[src/rtl/ble_phy_pkg.sv]
// Shared definitions for the BLE PHY TX path.
//   state_t   : serializer FSM state encoding
//   WORD_BITS : width of one TX buffer word
//   LSB_FIRST : bit order on the serial output (1 = bit 0 of each word first)
package ble_phy_pkg;

  typedef enum logic [2:0] {
    IDLE  = 3'd0,
    FETCH = 3'd1,
    LOAD  = 3'd2,
    SHIFT = 3'd3,
    FIN   = 3'd4
  } state_t;

  localparam int unsigned WORD_BITS = 32;
  localparam bit          LSB_FIRST = 1'b1;

endpackage

[src/rtl/ble_tx_bit_serializer_if.sv]
// Buffer read port and serial bit stream of the BLE TX bit serializer.
//   mem_read_en   : buffer read strobe (serializer -> memory)
//   mem_address   : buffer word address (serializer -> memory)
//   mem_read_data : read data, valid the cycle after mem_read_en (memory -> serializer)
//   bit_out       : serial data bit (serializer -> modulator)
//   bit_valid     : bit_out is valid (serializer -> modulator)
//   bit_ready     : modulator accepts the bit (modulator -> serializer)
// master = serializer side, slave = memory/modulator side.
interface ble_tx_bit_serializer_if #(
  parameter int AD = 10
);

  logic          mem_read_en;
  logic [AD-3:0] mem_address;
  logic [31:0]   mem_read_data;
  logic          bit_out;
  logic          bit_valid;
  logic          bit_ready;

  modport master (
    output mem_read_en, mem_address, bit_out, bit_valid,
    input  mem_read_data, bit_ready
  );

  modport slave (
    input  mem_read_en, mem_address, bit_out, bit_valid,
    output mem_read_data, bit_ready
  );

endinterface

[src/rtl/ble_tx_bit_serializer.sv]
// BLE TX bit serializer: reads 32-bit payload words from the TX buffer and
// emits them as a serial bitstream (LSB first, ascending word addresses).
// A one-word prefetch register removes bubbles at word boundaries.
// Ports:
//   clk       : system clock, rising edge
//   reset     : asynchronous active-low reset
//   start     : one-cycle transfer request, accepted only when idle
//   abort     : synchronous abort, returns to idle without done
//   base_addr : word address of the first payload word
//   byte_len  : payload length in bytes (0 = empty transfer)
//   bus       : buffer read port and serial bit stream (master side)
//   busy      : transfer in progress (FETCH/LOAD/SHIFT)
//   done      : one-cycle pulse at the end of a transfer
import ble_phy_pkg::*;

module ble_tx_bit_serializer #(
  parameter int AD    = 10,
  parameter int LEN_W = 8
) (
  input  logic                          clk,
  input  logic                          reset,
  input  logic                          start,
  input  logic                          abort,
  input  logic [AD-3:0]                 base_addr,
  input  logic [LEN_W-1:0]              byte_len,
  ble_tx_bit_serializer_if.master       bus,
  output logic                          busy,
  output logic                          done
);

  localparam int AW = AD - 2;
  localparam int BW = LEN_W + 3;

  state_t           state, state_nxt;
  logic [AW-1:0]    ptr;
  logic [AW-1:0]    addr_q;
  logic [31:0]      shreg;
  logic [31:0]      next_word;
  logic             next_vld;
  logic             pf_pend;
  logic             first_q;
  logic [4:0]       bit_idx;
  logic [BW-1:0]    bits_left;

  logic             hs;
  logic             last_hs;
  logic             word_end;
  logic             pf_issue;
  logic             rd_en;
  logic             kill;

  assign kill     = abort && (state != IDLE);
  assign hs       = (state == SHIFT) && bus.bit_ready;
  assign last_hs  = hs && (bits_left == BW'(1));
  assign word_end = hs && (bit_idx == 5'd31) && (bits_left > BW'(1));

  // Prefetch the following word once per word, on its first shift cycle.
  assign pf_issue = (state == SHIFT) && first_q && !next_vld && !pf_pend &&
                    (bits_left > BW'(WORD_BITS));
  assign rd_en    = (state == FETCH) || pf_issue;

  // Address shows the pointer while reading and holds the last read address otherwise.
  assign bus.mem_read_en = rd_en;
  assign bus.mem_address = rd_en ? ptr : addr_q;

  always_ff @(posedge clk or negedge reset) begin
    if (!reset) state <= IDLE;
    else        state <= state_nxt;
  end

  always_comb begin
    state_nxt     = state;
    busy          = 1'b0;
    done          = 1'b0;
    bus.bit_valid = 1'b0;
    bus.bit_out   = 1'b0;
    case (state)
      IDLE: begin
        if (start) state_nxt = (byte_len == '0) ? FIN : FETCH;
      end
      FETCH: begin
        busy      = 1'b1;
        state_nxt = LOAD;
      end
      LOAD: begin
        busy      = 1'b1;
        state_nxt = SHIFT;
      end
      SHIFT: begin
        busy          = 1'b1;
        bus.bit_valid = 1'b1;
        bus.bit_out   = LSB_FIRST ? shreg[0] : shreg[31];
        if (last_hs)                   state_nxt = FIN;
        else if (word_end && !next_vld) state_nxt = FETCH;
      end
      FIN: begin
        done      = 1'b1;
        state_nxt = IDLE;
      end
      default: state_nxt = IDLE;
    endcase
    if (kill) state_nxt = IDLE;
  end

  always_ff @(posedge clk or negedge reset) begin
    if (!reset) begin
      ptr       <= '0;
      addr_q    <= '0;
      shreg     <= '0;
      next_word <= '0;
      next_vld  <= 1'b0;
      pf_pend   <= 1'b0;
      first_q   <= 1'b0;
      bit_idx   <= '0;
      bits_left <= '0;
    end else begin
      if (rd_en) addr_q <= ptr;
      if (kill) begin
        next_vld <= 1'b0;
        pf_pend  <= 1'b0;
        first_q  <= 1'b0;
      end else begin
        case (state)
          IDLE: begin
            if (start && byte_len != '0) begin
              ptr       <= base_addr;
              bits_left <= {byte_len, 3'b000};
              next_vld  <= 1'b0;
              pf_pend   <= 1'b0;
            end
          end
          LOAD: begin
            shreg   <= bus.mem_read_data;
            bit_idx <= '0;
            ptr     <= ptr + AW'(1);
            first_q <= 1'b1;
          end
          SHIFT: begin
            first_q <= 1'b0;
            pf_pend <= pf_issue;
            if (pf_pend) begin
              next_word <= bus.mem_read_data;
              next_vld  <= 1'b1;
              ptr       <= ptr + AW'(1);
            end
            if (hs) begin
              bits_left <= bits_left - BW'(1);
              bit_idx   <= bit_idx + 5'd1;
              // Seamless reload: the prefetched word replaces the drained
              // shift register on the same edge that consumes its last bit.
              if (word_end && next_vld) begin
                shreg    <= next_word;
                next_vld <= 1'b0;
                bit_idx  <= '0;
                first_q  <= 1'b1;
              end else begin
                shreg <= LSB_FIRST ? {1'b0, shreg[31:1]} : {shreg[30:0], 1'b0};
              end
            end
          end
          default: ;
        endcase
      end
    end
  end

endmodule

[src/flat_wrapper.sv]
// flat-port wrapper written by rule: the top's interface ports become plain ports
module ble_tx_bit_serializer_flat 
#(
  parameter int AD    = 10,
  parameter int LEN_W = 8
)
  (clk, reset, start, abort, base_addr, byte_len, busy, done, bus_mem_read_en, bus_mem_address, bus_bit_out, bus_bit_valid, bus_mem_read_data, bus_bit_ready);
  ble_tx_bit_serializer_if #(.AD(AD)) bus_i ();
  input  logic clk;
  input  logic reset;
  input  logic start;
  input  logic abort;
  input  logic [AD-3:0] base_addr;
  input  logic [LEN_W-1:0] byte_len;
  output logic busy;
  output logic done;
  output wire logic [$bits(bus_i.mem_read_en)-1:0] bus_mem_read_en;
  output wire logic [$bits(bus_i.mem_address)-1:0] bus_mem_address;
  output wire logic [$bits(bus_i.bit_out)-1:0] bus_bit_out;
  output wire logic [$bits(bus_i.bit_valid)-1:0] bus_bit_valid;
  input wire logic [$bits(bus_i.mem_read_data)-1:0] bus_mem_read_data;
  input wire logic [$bits(bus_i.bit_ready)-1:0] bus_bit_ready;
  assign bus_mem_read_en = bus_i.mem_read_en;
  assign bus_mem_address = bus_i.mem_address;
  assign bus_bit_out = bus_i.bit_out;
  assign bus_bit_valid = bus_i.bit_valid;
  assign bus_i.mem_read_data = bus_mem_read_data;
  assign bus_i.bit_ready = bus_bit_ready;
  ble_tx_bit_serializer #(.AD(AD), .LEN_W(LEN_W)) u_core (.clk(clk), .reset(reset), .start(start), .abort(abort), .base_addr(base_addr), .byte_len(byte_len), .bus(bus_i), .busy(busy), .done(done));
endmodule
[config.mk]
export PLATFORM = sky130hd
export DESIGN_NAME = ble_tx_bit_serializer_flat
export DESIGN_NICKNAME = d
export VERILOG_FILES = /design/src/rtl/ble_phy_pkg.sv /design/src/rtl/ble_tx_bit_serializer_if.sv /design/src/rtl/ble_tx_bit_serializer.sv /design/src/flat_wrapper.sv
export SDC_FILE = /design/constraint.sdc
export NUM_CORES = 1
export LEC_CHECK = 0
export ABC_AREA = 1
export CAP_MARGIN = 20
export CORE_UTILIZATION = 55
export CTS_CLUSTER_SIZE = 10
export DETAILED_ROUTE_END_ITERATION = 10
export GPL_TIMING_DRIVEN = 0
export MAX_ROUTING_LAYER = met4
export PLACE_DENSITY = 0.79
export SLEW_MARGIN = 5
export SYNTH_ARGS = -nofsm -noshare
export SYNTH_HDL_FRONTEND = slang
export SYNTH_SLANG_ARGS = --single-unit
[constraint.sdc]
create_clock -name clk -period 3.57 [get_ports clk]
set_input_delay 0.5355 -clock clk [delete_from_list [all_inputs] [get_ports clk]]
set_output_delay 0.5355 -clock clk [all_outputs]
set_load 0.1 [all_outputs]
# Yosys cells after proc, flatten, opt, wreduce, memory -nomap -nowiden
# Cells that the tools add are included.
# totals
romBits,0
mem_count,0
output_inout_bits,13
latchBits,0
in_bits,53
mem_bits_rw,0
wordCells,94
reg_bits,102
# op_classes
n_reduce_logical,31
n_addsub,3
mul,0
bitwise,1
shifts,0
order_cmp,2
div_mod_pow,0
eq_ne,12
muxes,35
# op_table
operator,n
two-way mux 32 bit,2
one-hot mux 32 bit (2 select lines),1
two-way mux 8 bit,3
one-hot mux 8 bit (3 select lines),1
two-way mux 11 bit,2
one-hot mux 11 bit (2 select lines),1
two-way mux 3 bit,5
two-way mux 1 bit,13
logical AND 1 bit,12
one-hot mux 3 bit (4 select lines),1
nonzero test 3 bit,4
== test 11 x 1 -> 1 bit (second input constant),1
> comparator 11 x 1 -> 1 bit (second input constant),1
> comparator 11 x 6 -> 1 bit (second input constant),1
subtractor 11 x 1 -> 11 bit (second input constant),1
two-way mux 5 bit,2
one-hot mux 5 bit (2 select lines),1
adder 8 x 1 -> 8 bit (second input constant),1
logical NOT 8 bit,1
AND reduction 4 bit,2
nonzero test 8 bit,1
== test 3 x 2 -> 1 bit (second input constant),2
!= test 2 x 1 -> 1 bit (second input constant),3
one-hot mux 1 bit (2 select lines),3
15 further kinds,19

# Longest topological paths before layout
# Gate-level depths: netlist of the first run.
# depth
word_depth,9
mapped_depth,11
depth_no_buf,10

# Worst setup path before layout of the first run
# OpenSTA, ideal clock, no wires.
# synth_timing
path_kind,register -> output
start,register u_core.bits_left[0]
end,output bus_mem_address[5]
setup_slack_ns,-0.181
arrival_time_ns,3.216
stages_incl_launch_ff,11
path_cell_list,dfrtp_1 -> inv_1 -> ha_1 -> nand2_1 -> nor2_1 -> nand4_1 -> nand3_1 -> nand2_1 -> buf_2 -> nor2_1 -> a21oi_1
# synth_via
elab_chain_len,4
# synth_rtl
item,line,rtl
"start, declared",ble_tx_bit_serializer.sv:43,logic [BW-1:0] bits_left;
"start signal, assigned",ble_tx_bit_serializer.sv:127,"bits_left <= {byte_len, 3'b000};"
"start signal, assigned",ble_tx_bit_serializer.sv:147,bits_left <= bits_left - BW'(1);
> comparator 11 x 6 -> 1 bit,ble_tx_bit_serializer.sv:59,(bits_left > BW'(WORD_BITS));
logical AND 1 bit,ble_tx_bit_serializer.sv:58,assign pf_issue = (state == SHIFT) && first_q && !next_vld && !pf_pend &&
logical OR 1 bit,ble_tx_bit_serializer.sv:60,assign rd_en = (state == FETCH) || pf_issue;
net bus_mem_read_en,flat_wrapper.sv:17,output wire logic [$bits(bus_i.mem_read_en)-1:0] bus_mem_read_en;
two-way mux 8 bit,ble_tx_bit_serializer.sv:64,assign bus.mem_address = rd_en ? ptr : addr_q;
"end, declared",flat_wrapper.sv:18,output wire logic [$bits(bus_i.mem_address)-1:0] bus_mem_address;
# The timed path passes the listed nets, and every way through them passes these cells.

# Worst setup path in the final report of the first run
# layout_timing
start,register u_core.state[2]
end,output bus_bit_valid
# layout_via
elab_chain_len,2
# layout_rtl
item,line,rtl
"start, declared",ble_tx_bit_serializer.sv:34,"state_t state, state_nxt;"
"start signal, assigned",ble_tx_bit_serializer.sv:68,else state <= state_nxt;
== test 3 x 2 -> 1 bit,ble_tx_bit_serializer.sv:77,case (state)
two-way mux 1 bit,ble_tx_bit_serializer.sv:77,
"end, declared",flat_wrapper.sv:20,output wire logic [$bits(bus_i.bit_valid)-1:0] bus_bit_valid;
# No other way between the ends.

==> metrics.log, run 1 <==
INFO  metric initial_utilization = 56.71%
INFO  metric clock_tree_from_tritoncts = built
INFO  metric drt_first_pass_iters = 5
INFO  metric route.detailed.vias_per_inst = 5.398
INFO  metric clock_tree_buf_depth = 2
INFO  metric drive_above_1_share = 8.102%
INFO  metric time_the_worst_path_needs_with_i_o_delays_and_setup = 3.397 ns
INFO  metric timing.setup.critical_path_class = register to primary output
INFO  metric worstPathArrival = 2.86 ns
INFO  metric clock-skew-final = 0.01189 ns
INFO  metric dominantRegCellSynth = sky130_fd_sc_hd__dfrtp_1
INFO  metric grt_start_max_net_pins = 58
INFO  metric detailed_place_hpwl = about 9300 um
INFO  metric synthesis.area_per_instance = 7.406 um2
INFO  metric cts_hold_repair.buffers = 0
INFO  metric core_region_area = 9729 um2
INFO  metric synthArstFlopShare = between 90% and 100%
INFO  metric io-pin-count = 66
INFO  metric ctsHtreeMaxLevel = 3
INFO  metric final-setup-viol-count = 0
INFO  metric die_width = 102.2 um
INFO  metric share_of_synthesized_area_occupied_by_flip_flops_and_latches = 46.26%
INFO  metric cts_buffers = 9
INFO  metric initialDrtViolationCount = roughly 360
INFO  metric cts_setup_buffers = 0
INFO  metric die-area = 10440 um2
INFO  metric finalHoldViolCount = 0
INFO  metric gpl.final_weighted_congestion = 0.8998
INFO  metric cap_violations = 0
INFO  metric post_synth_num_cell_types = 34
INFO  metric fmax = 0.2944 GHz
INFO  metric worstSkewPairLatency = 0.37 ns
INFO  metric reg2reg_depth = 9
INFO  metric remaining_routing_drc_violations = 0
INFO  metric reg2reg_slack = around 1.5 ns
INFO  metric final_net_count = roughly 900
INFO  metric grt_setup_unrepaired = false
INFO  metric hp-class = primary input to asynchronous set/reset pin
INFO  metric synthesis.instances = 745
INFO  metric worstReg2RegStart = u_core.bit_idx[1]
INFO  metric cts.sinks = 102
INFO  metric tightestPinTransition = 0.9696 ns
INFO  metric final_core_utilization = 66.95%
INFO  metric layout_worst_path_cycle_share = 95.15%
INFO  metric routed_wirelength = 13340 um
INFO  metric run_status = finished, final reports clean
INFO  metric floorplan.rows = 36
INFO  metric r2r_end = u_core.shreg[23]
INFO  metric worstPathRequired = 3.03 ns
INFO  metric first_global_vias = 5004
INFO  metric fin_setup_tns = 0 ns
INFO  metric postSynthNetCount = between 800 and 900
INFO  metric overflow = 0
INFO  metric clkSlewWorstSetupHoldPaths = 0.10 ns
INFO  metric routed_wire_length_per_instance = 13.90 um
INFO  metric critPathMaxFanout = 10
INFO  metric yosysWarnings = 0
INFO  metric grt_pass1_wl = between 20000 and 25000 um
INFO  metric synth-edff-count = 0
INFO  metric maxSlewHeadroom = 35.16%
INFO  metric initial_antenna_violation_count = 0
INFO  metric detailroute.via_count = 5182
INFO  metric post_route_total_power = 5.419 mW
INFO  metric endpoint_kind = primary output
INFO  metric synth.ff_latch_count = 102
INFO  metric io_buffer_count = 65
INFO  metric critPathLaunchType = register
INFO  metric vdd_drop_max = 1.063 mV
INFO  metric leakage = approximately 3.2 nW
INFO  metric final_antenna_net_count = 0
INFO  metric area.growth.synth_to_final = 18.05%
INFO  metric cts_root_buffer = sky130_fd_sc_hd__clkbuf_8
INFO  metric grt_util_overall = 28.08%
INFO  metric power_density = 831.9 nW/um2
INFO  metric chip_height = 102.2 um
INFO  metric syn-cell-area = 5518 um2
INFO  metric final-max-slew-violation-count = 0
INFO  metric insertedDiodeCount = 0
[worst max-delay path: stages, from the launching register on]
cell	delay, ns
sky130_fd_sc_hd__dfrtp_1	0.48
sky130_fd_sc_hd__nor2_4	0.19
sky130_fd_sc_hd__clkbuf_1	0.43
sky130_fd_sc_hd__clkbuf_1	0.49
sky130_fd_sc_hd__clkdlybuf4s15_1	0.90
[stage by stage]
step	cells	area (um2)	hold slack [ns]	worst slack, ns
floorplan	745	5522	0.2399	-0.1265
global placement	943	6339	0.4787	-2.009
detailed placement	944	6364	0.4935	-0.03896
CTS	960	6558	0.2592	0.003445
global route	960	6514	0.2904	0.01009
finish	960	6514	0.2253	0.1733
[what timing repair did]
| item | in CTS | in global routing |
|---|---|---|
| resized for setup | 23 | 17 |
| endpoints found under the setup margin | 10 | 10 |
| gates cloned | 0 | 0 |
[logic make-up (layout without fill, tap and decap cells)]
logic type | after synthesis | in the layout | synth area share (%)
simple gates | 317 | 317 | 25.49
mux | 1 | 1 | 0.2041
fa+ha+maj | 5 | 5 | 1.134
buf+inv | 167 | 249 | 12.09
flops | 102 | 102 | 46.26
xor+xnor | 8 | 8 | 1.270
compound gates | 145 | 145 | 13.56
[per-layer routing]
| metal | share of wire [%] | wire length [um] | up-vias | global-route usage (%) |
|---|---|---|---|---|
| met4 | 1.7 | 226 | 0 | 10.77 |
| met3 | 6.6 | 876 | 22 | 3.352 |
| met1 | 45 | 6009 | 2433 | 36.94 |
| li1 | - | - | 2538 | - |
| met2 | 47 | 6230 | 189 | 44.61 |
| met5 | 0 | 0 | - | - |
[flip-flops by register name (all words and copies together) (netlist names)]
| name | count |
|---|---|
| u_core.shreg | 32 |
| u_core.state | 3 |
| u_core.bit_idx | 5 |
| u_core.addr_q | 8 |
| u_core.ptr | 8 |
| u_core.bits_left | 11 |
| u_core.pf_pend | 1 |
| u_core.next_vld | 1 |
| u_core.next_word | 32 |
| u_core.first_q | 1 |
[worst max path at each step]
stage,from,endpoint,slack (ns),depth (start not counted)
after global routing,u_core.bits_left[0],bus_mem_address[5],0.01,10
final,u_core.state[2],bus_bit_valid,0.17,4
after detailed placement,u_core.bits_left[0],bus_mem_address[1],-0.04,10
after global placement,reset,u_core.shreg[14],-2.01,1
after CTS,u_core.next_vld,bus_mem_address[6],0.003,10
after floorplan,u_core.bits_left[0],bus_mem_address[0],-0.13,9
[layout make-up]
| class | count | area, um2 |
|---|---|---|
| fillers | 862 | 3216 |
| flip-flops and latches | 102 | 2552 |
| multi-input cells | 476 | 2302 |
| repair buffers | 66 | 635.6 |
| inverters | 129 | 484.2 |
| plain buffers | 38 | 182.7 |
| well taps | 133 | 166.4 |
| clock buffers | 11 | 131.4 |
| clock inverters | 5 | 58.81 |
[cell usage after synthesis (all sizes together) (2+ instances only)]
cell,count,area [um2]
nand2,134,508.0
inv,114,427.9
a21oi,112,560.5
dfrtp,102,2552
nor2,89,361.6
nand3,53,275.3
nand4,36,225.2
clkbuf,24,90.09
o21ai,21,108.9
clkinv,15,56.30
buf,14,92.59
a31oi,5,31.28
ha,5,62.56
xor2,5,43.79
o22ai,4,25.02
xnor2,3,26.28
nor3,2,15.01
[power by group]
part	total, mW	switching [mW]	internal, mW
clock	0.734	0.407	0.327
sequential	1.82	0.213	1.61
combinational	2.86	2.04	0.819
[layout by cell type, fill, tap and decap left out, types with 15 or more instances in the layout]
cell type	count
sky130_fd_sc_hd__inv_2	17
sky130_fd_sc_hd__dfrtp_1	102
sky130_fd_sc_hd__nand3_1	51
sky130_fd_sc_hd__inv_1	97
sky130_fd_sc_hd__nand4_1	36
sky130_fd_sc_hd__nor2_1	84
sky130_fd_sc_hd__clkdlybuf4s50_1	54
sky130_fd_sc_hd__nand2_1	132
sky130_fd_sc_hd__clkbuf_1	26
sky130_fd_sc_hd__clkinv_1	15
sky130_fd_sc_hd__a21oi_1	111
(Power assumes the default switching activity.)
==> run 2, diff against run 1 <==
--- a/config.mk
+++ b/config.mk
@@ -12,7 +12,7 @@
 export DETAILED_ROUTE_END_ITERATION = 10
 export GPL_TIMING_DRIVEN = 0
 export MAX_ROUTING_LAYER = met4
-export PLACE_DENSITY = 0.79
+export PLACE_DENSITY = 0.9
 export SLEW_MARGIN = 5
 export SYNTH_ARGS = -nofsm -noshare
 export SYNTH_HDL_FRONTEND = slang
==> run 2 against run 1 <==
Non-clock buffer count is the same. Register-to-register slack is essentially flat. Power grew 3.5%. Core utilization grew 0.67 points. Critical path type unchanged. Largest cell class unchanged.
==> metrics.log, run 2 (synthesis gave the netlist of run 1 again) <==
INFO  metric run_status = finished, final reports clean
INFO  metric r2r_end = u_core.shreg[23]
INFO  metric clock_tree_buf_depth = 2 (unchanged)
INFO  metric layout_common_cells = 132 x sky130_fd_sc_hd__nand2_1, 111 x sky130_fd_sc_hd__a21oi_1, 102 x sky130_fd_sc_hd__dfrtp_1
INFO  metric cts.repair.resized = 26 (+13%)
INFO  metric most_common_cell_after_layout_fill_and_taps_aside = sky130_fd_sc_hd__nand2_1
INFO  metric fmax = 0.2925 GHz (-0.65%)
INFO  metric clock_tree_from_tritoncts = built
INFO  metric routed_wire_length_per_instance = 13.99 um (+0.67%)
INFO  metric chip_height = 102.2 um (unchanged)
INFO  metric grt_start_max_net_pins = 64 (+10%)
INFO  metric highest-signal-layer = met4
INFO  metric floorplan.rows = 36 (unchanged)
INFO  metric largest_registers = u_core.next_word (32), u_core.shreg (32), u_core.bits_left (11)
INFO  metric area.growth.synth_to_final = 19.23%
INFO  metric clkSlewWorstSetupHoldPaths = 0.10 ns (about the same)
INFO  metric clock-skew-final = 0.01041 ns (-0.001478 ns)
INFO  metric routed_wirelength = 13430 um (+0.67%)
INFO  metric final-setup-viol-count = 0 (unchanged)
INFO  metric cts_buffers = 9 (unchanged)
INFO  metric io-pin-count = 66 (unchanged)
INFO  metric detailroute.via_count = 5209 (+0.52%)
INFO  metric final_antenna_net_count = 0 (unchanged)
INFO  metric overflow = 0 (unchanged)
INFO  metric clkPwrFrac = 15.8% (+2.3 points)
INFO  metric vdd_drop_max = 1.405 mV (+32%)
INFO  metric route.detailed.vias_per_inst = 5.426 (+0.52%)
INFO  metric final_net_count = 880 (unchanged)
INFO  metric insertedDiodeCount = 0 (unchanged)
INFO  metric placed_inst_area = 6364 um2 (unchanged)
INFO  metric layout.cell_area.non_filler = 6579 um2 (+1.0%)
INFO  metric worstSkewPairLatency = 0.37 ns (about the same)
INFO  metric cap_violations = 0 (unchanged)
INFO  metric first_global_vias = 4807 (-3.9%)
INFO  metric p_int = 2.912 mW (+5.6%)
INFO  metric maxSlewHeadroom = 35.68% (+0.52 points)
INFO  metric cts.sinks = 102 (unchanged)
INFO  metric layout.filler_cells = 783 (-9.2%)
INFO  metric drive_above_1_share = 8.343% (+0.24 points)
INFO  metric time_the_worst_path_needs_with_i_o_delays_and_setup = 3.419 ns (+0.02232 ns)
INFO  metric tightestPinTransition = 0.9618 ns (-0.007796 ns)
INFO  metric detailroute.wirelength.met2 = 6495 um (+4.3%)
INFO  metric grt_pass1_wl = 22360 um (about the same)
INFO  metric placed_cells_incl_taps = 944 (unchanged)
INFO  metric switching_power_of_the_nets = 2.695 mW (+1.2%)
INFO  metric detailed_place_hpwl = 9122 um (-1.6%)
INFO  metric cts_setup_buffers = 0 (unchanged)
INFO  metric sequentialPowerShare = 32.5% (-1.1 points)
INFO  metric core_region_area = 9729 um2 (unchanged)
INFO  metric die-area = 10440 um2 (unchanged)
INFO  metric worstPathRequired = 3.03 ns (about the same)
INFO  metric endpoint_kind = primary output
INFO  metric gpl.final_weighted_congestion = 0.9028 (+0.33%)
INFO  metric netSwitchingFraction = 48.06% (-1.1 points)
INFO  metric number_of_standard_cells_in_the_layout_taps_in_and_fillers_out = 960 (unchanged)
INFO  metric die_width = 102.2 um (unchanged)
INFO  metric remaining_routing_drc_violations = 0 (unchanged)
INFO  metric finalHoldViolCount = 0 (unchanged)
INFO  metric critPathMaxFanout = 10 (unchanged)
INFO  metric cts_root_buffer = sky130_fd_sc_hd__clkbuf_8
INFO  metric io_buffer_count = 65 (unchanged)
INFO  metric layout_worst_path_cycle_share = 95.77% (+0.63 points)
INFO  metric detailroute.wirelength.met3 = 901 um (+2.9%)
INFO  metric worstPathArrival = 2.88 ns (+0.02 ns)
INFO  metric hp-class = primary input to asynchronous set/reset pin
INFO  metric initialDrtViolationCount = 412 (+14%)
INFO  metric cts_hold_repair.buffers = 0 (unchanged)
INFO  metric ctsHtreeMaxLevel = 3 (unchanged)
INFO  metric final-max-slew-violation-count = 0 (unchanged)
INFO  metric drt_first_pass_iters = 5 (unchanged)
INFO  metric grt_setup_unrepaired = false
INFO  metric reg2reg_slack = 1.45 ns (about the same)
INFO  metric initial_antenna_violation_count = 0 (unchanged)
INFO  metric reg2reg_depth = 9 (unchanged)
INFO  metric leakage = 3.257 nW (+1.2%)
INFO  metric grt_util_overall = 28.40% (+0.32 points)
INFO  metric timing.setup.critical_path_class = register to primary output
INFO  metric worstReg2RegStart = u_core.bit_idx[1]
INFO  metric power_density = 852.3 nW/um2 (+2.4%)
INFO  metric p_comb_share = 51.8% (-1.0 points)
INFO  metric initial_utilization = 56.71% (unchanged)
INFO  metric critPathLaunchType = register
INFO  metric m1WireLength = 5659 um (-5.8%)
[run 2: changes by cell type in the layout (fill, tap and decap cells not counted)]
cell | before | now
sky130_fd_sc_hd__clkbuf_4 | 0 | 1
sky130_fd_sc_hd__clkdlybuf4s15_1 | 1 | 0
sky130_fd_sc_hd__clkbuf_2 | 3 | 1
sky130_fd_sc_hd__clkinvlp_4 | 2 | 0
sky130_fd_sc_hd__clkinv_2 | 1 | 2
sky130_fd_sc_hd__clkbuf_1 | 26 | 24
sky130_fd_sc_hd__clkdlybuf4s15_2 | 0 | 2
sky130_fd_sc_hd__inv_6 | 1 | 2
sky130_fd_sc_hd__buf_2 | 13 | 12
sky130_fd_sc_hd__dlygate4sd2_1 | 0 | 1
sky130_fd_sc_hd__bufinv_16 | 1 | 3
[run 2: per-layer routing]
metal	vias to the layer above	GRT usage, %
met5	-	-
met4	0	11.76
met3	45	3.488
met2	224	45.17
met1	2407	36.96
li1	2533	-
[run 2: area by class of cell]
type | count | area, um2 | share of cell area [%]
flip-flops and latches | 102 | 2552 | 38.80
multi-input cells | 476 | 2302 | 34.99
repair buffers | 66 | 649.4 | 9.871
inverters | 129 | 484.2 | 7.360
plain buffers | 38 | 182.7 | 2.777
well taps | 133 | 166.4 | 2.529
clock buffers | 9 | 123.9 | 1.883
clock inverters | 7 | 117.6 | 1.788
[run 2: metrics by stage]
| step | worst slack, ns | setup TNS (ns) | utilization (%) | total power, mW | hold WS [ns] |
|---|---|---|---|---|---|
| global route | 0.006523 | 0 | 67.62 | 5.990 | 0.1700 |
| CTS | 0.05241 | 0 | 67.97 | 5.623 | 0.1496 |
| detailed placement | -0.1275 | -0.3925 | 65.41 | 4.749 | 0.4933 |
| floorplan | -0.1265 | -0.6325 | - | 4.057 | 0.2399 |
| finish | 0.1510 | 0 | 67.62 | 5.607 | 0.1319 |
| global placement | -1.860 | -189.00 | 65.15 | 4.676 | 0.4806 |
[run 2: power groups by stage]
| stage | Combinational (mW) | Sequential (mW) | Clock, mW |
|---|---|---|---|
| final | 2.90 | 1.82 | 0.884 |
| after global routing | 3.19 | 1.87 | 0.931 |
| after CTS | 2.92 | 1.81 | 0.887 |
| after detailed placement | 2.91 | 1.84 | 0 |
| after global placement | 2.85 | 1.82 | 0 |
| after floorplan | 2.27 | 1.79 | 0 |
[run 2: worst max-delay path by stage]
stage	startpoint	to	depth (start not counted)
final	u_core.state[2]	bus_bit_valid	4
after global placement	reset	u_core.addr_q[5]	1
after global routing	u_core.bits_left[0]	bus_mem_address[5]	10
after CTS	u_core.bits_left[0]	bus_mem_address[2]	10
after floorplan	u_core.bits_left[0]	bus_mem_address[0]	9
after detailed placement	u_core.bits_left[0]	bus_mem_address[2]	10
[run 2: worst max-delay path, stage by stage (launching register included)]
cell and delay, ns:
sky130_fd_sc_hd__dfrtp_1 0.48, sky130_fd_sc_hd__nor2_4 0.19, sky130_fd_sc_hd__clkbuf_1 0.42, sky130_fd_sc_hd__clkbuf_1 0.49, sky130_fd_sc_hd__dlygate4sd2_1 0.92
==> run 3, diff against run 2 <==
--- a/config.mk
+++ b/config.mk
@@ -13,7 +13,7 @@
 export GPL_TIMING_DRIVEN = 0
 export MAX_ROUTING_LAYER = met4
 export PLACE_DENSITY = 0.9
-export SLEW_MARGIN = 5
+export SLEW_MARGIN = 20
 export SYNTH_ARGS = -nofsm -noshare
 export SYNTH_HDL_FRONTEND = slang
 export SYNTH_SLANG_ARGS = --single-unit
==> run 3 against run 2 <==
First-iteration DRC count is 20% lower. Global-route usage down 0.69 points. Power fell by 1.6%. Core utilization is 0.27 points lower. Highest routed layer unchanged.
==> metrics.log, run 3 (synthesis gave the netlist of run 1 again) <==
INFO  metric io-pin-count = 66 (unchanged)
INFO  metric finalHoldViolCount = 0 (unchanged)
INFO  metric worstPathArrival = 2.90 ns (+0.02 ns)
INFO  metric power_density = 841.6 nW/um2 (-1.3%)
INFO  metric final_net_count = 880 (unchanged)
INFO  metric area.growth.synth_to_final = 18.75%
INFO  metric timing.setup.critical_path_class = register to primary output
INFO  metric critPathLaunchType = register
INFO  metric reg2reg_slack = 1.39 ns (-0.06 ns)
INFO  metric initial_antenna_violation_count = 0 (unchanged)
INFO  metric clock_tree_from_tritoncts = built
INFO  metric grt_pass1_wl = 21620 um (-3.3%)
INFO  metric clock-skew-final = 0.01351 ns (+0.003096 ns)
INFO  metric layout_common_cells = 132 x sky130_fd_sc_hd__nand2_1, 111 x sky130_fd_sc_hd__a21oi_1, 102 x sky130_fd_sc_hd__dfrtp_1
INFO  metric die-area = 10440 um2 (unchanged)
INFO  metric chip_height = 102.2 um (unchanged)
INFO  metric overflow = 0 (unchanged)
INFO  metric most_common_cell_after_layout_fill_and_taps_aside = sky130_fd_sc_hd__nand2_1
INFO  metric maxSlewHeadroom = 35.70% (about the same)
INFO  metric drt_first_pass_iters = 5 (unchanged)
INFO  metric die_width = 102.2 um (unchanged)
INFO  metric placed_inst_area = 6367 um2 (about the same)
INFO  metric routed_wire_length_per_instance = 13.84 um (-1.1%)
INFO  metric critPathMaxFanout = 10 (unchanged)
INFO  metric clock_tree_buf_depth = 2 (unchanged)
INFO  metric insertedDiodeCount = 0 (unchanged)
INFO  metric first_global_vias = 4667 (-2.9%)
INFO  metric worstPathRequired = 3.03 ns (about the same)
INFO  metric fin_setup_tns = 0 ns (unchanged)
INFO  metric layout_worst_path_cycle_share = 96.35% (+0.58 points)
INFO  metric layout.cell_area.non_filler = 6553 um2 (-0.40%)
INFO  metric hp-class = primary input to asynchronous set/reset pin
INFO  metric largest_registers = u_core.next_word (32), u_core.shreg (32), u_core.bits_left (11)
INFO  metric cts_buffers = 9 (unchanged)
INFO  metric final-setup-viol-count = 0 (unchanged)
INFO  metric drive_above_1_share = 8.222% (-0.12 points)
INFO  metric worstReg2RegStart = u_core.bits_left[0]
INFO  metric time_the_worst_path_needs_with_i_o_delays_and_setup = 3.440 ns (+0.02080 ns)
INFO  metric grt_util_overall = 27.70% (-0.69 points)
INFO  metric core_region_area = 9729 um2 (unchanged)
INFO  metric final_antenna_net_count = 0 (unchanged)
INFO  metric io_buffer_count = 65 (unchanged)
INFO  metric clkSlewWorstSetupHoldPaths = 0.10 ns (about the same)
INFO  metric detailroute.via_count = 5217 (+0.15%)
INFO  metric route.detailed.vias_per_inst = 5.434 (+0.15%)
INFO  metric final-max-slew-violation-count = 0 (unchanged)
INFO  metric floorplan.rows = 36 (unchanged)
INFO  metric r2r_end = u_core.addr_q[2]
INFO  metric initialDrtViolationCount = 328 (-20%)
INFO  metric cap_violations = 0 (unchanged)
INFO  metric cts_setup_buffers = 0 (unchanged)
INFO  metric vdd_drop_max = 1.244 mV (-11%)
INFO  metric detailed_place_hpwl = 9104 um (-0.20%)
INFO  metric tightestPinTransition = 0.9614 ns (-0.0003876 ns)
INFO  metric cts.sinks = 102 (unchanged)
INFO  metric grt_start_max_net_pins = 76 (+19%)
INFO  metric endpoint_kind = primary output
INFO  metric ctsHtreeMaxLevel = 3 (unchanged)
INFO  metric reg2reg_depth = 9 (unchanged)
INFO  metric initial_utilization = 56.71% (unchanged)
INFO  metric grt_setup_unrepaired = false
INFO  metric gpl.final_weighted_congestion = 0.9028 (unchanged)
INFO  metric worstSkewPairLatency = 0.38 ns (about the same)
INFO  metric fmax = 0.2907 GHz (-0.60%)
INFO  metric leakage = 3.240 nW (-0.51%)
INFO  metric routed_wirelength = 13280 um (-1.1%)
INFO  metric cts_root_buffer = sky130_fd_sc_hd__clkbuf_8
INFO  metric remaining_routing_drc_violations = 0 (unchanged)
INFO  metric run_status = finished, final reports clean
-- run 3: worst max path at each step --
| stage | to | from |
|---|---|---|
| 6_report | bus_bit_valid | u_core.state[2] |
| 5_1_grt | bus_mem_address[1] | u_core.bits_left[0] |
| 4_1_cts | bus_mem_read_en | u_core.next_vld |
| 3_5_place_dp | bus_mem_address[2] | u_core.bits_left[0] |
| 3_3_place_gp | u_core.addr_q[5] | reset |
| 2_1_floorplan | bus_mem_address[0] | u_core.bits_left[0] |
-- run 3: cell type report --
cell class / count / area, um2
inverter: 129 / 484.2
multi-input combinational: 476 / 2302
sequential: 102 / 2552
fill: 812 / 3177
clock inverter: 6 / 86.33
buffer: 38 / 182.7
clock buffer: 10 / 127.6
timing repair buffer: 66 / 650.6
tap: 133 / 166.4
-- run 3: repair_timing --
action	4_1_cts	5_1_grt
endpoints found under the setup margin	10	7
resized for setup	28	15
hold buffers	0	0
-- run 3: critical path, cell delays in order, from the launching register on --
cell and delay, ns:
sky130_fd_sc_hd__dfrtp_1 0.49, sky130_fd_sc_hd__nor2_4 0.20, sky130_fd_sc_hd__clkbuf_1 0.42, sky130_fd_sc_hd__clkbuf_1 0.49
sky130_fd_sc_hd__dlygate4sd2_1 0.92
-- run 3: stage by stage --
stage          worst slack, ns  hold slack [ns]  utilization [%]  total power, mW  std cells
2_1_floorplan          -0.1265           0.2399                -            4.057        745
3_3_place_gp            -1.860           0.4806            65.15            4.676        943
3_5_place_dp           -0.1483           0.4261            65.45            4.751        944
4_1_cts                0.06416          0.01535            67.66            5.532        960
5_1_grt                0.02116          0.02236            67.35            5.886        960
6_report                0.1302         0.009196            67.35            5.515        960
-- run 3: power by group --
part / leakage [nW] / internal, mW / total (mW) / switching, mW
Sequential: 1.13 / 1.61 / 1.82 / 0.209
Combinational: 2.00 / 0.832 / 2.89 / 2.06
Clock: 0.106 / 0.394 / 0.804 / 0.410
Total: 3.24 / 2.84 / 5.51 / 2.68
-- run 3: layer usage --
| metal | global-route usage [%] | share of wire [%] |
|---|---|---|
| met1 | 35.79 | 43 |
| met2 | 44.35 | 49 |
| met3 | 3.830 | 5.7 |
| met4 | 10.88 | 2.2 |
| met5 | - | 0 |
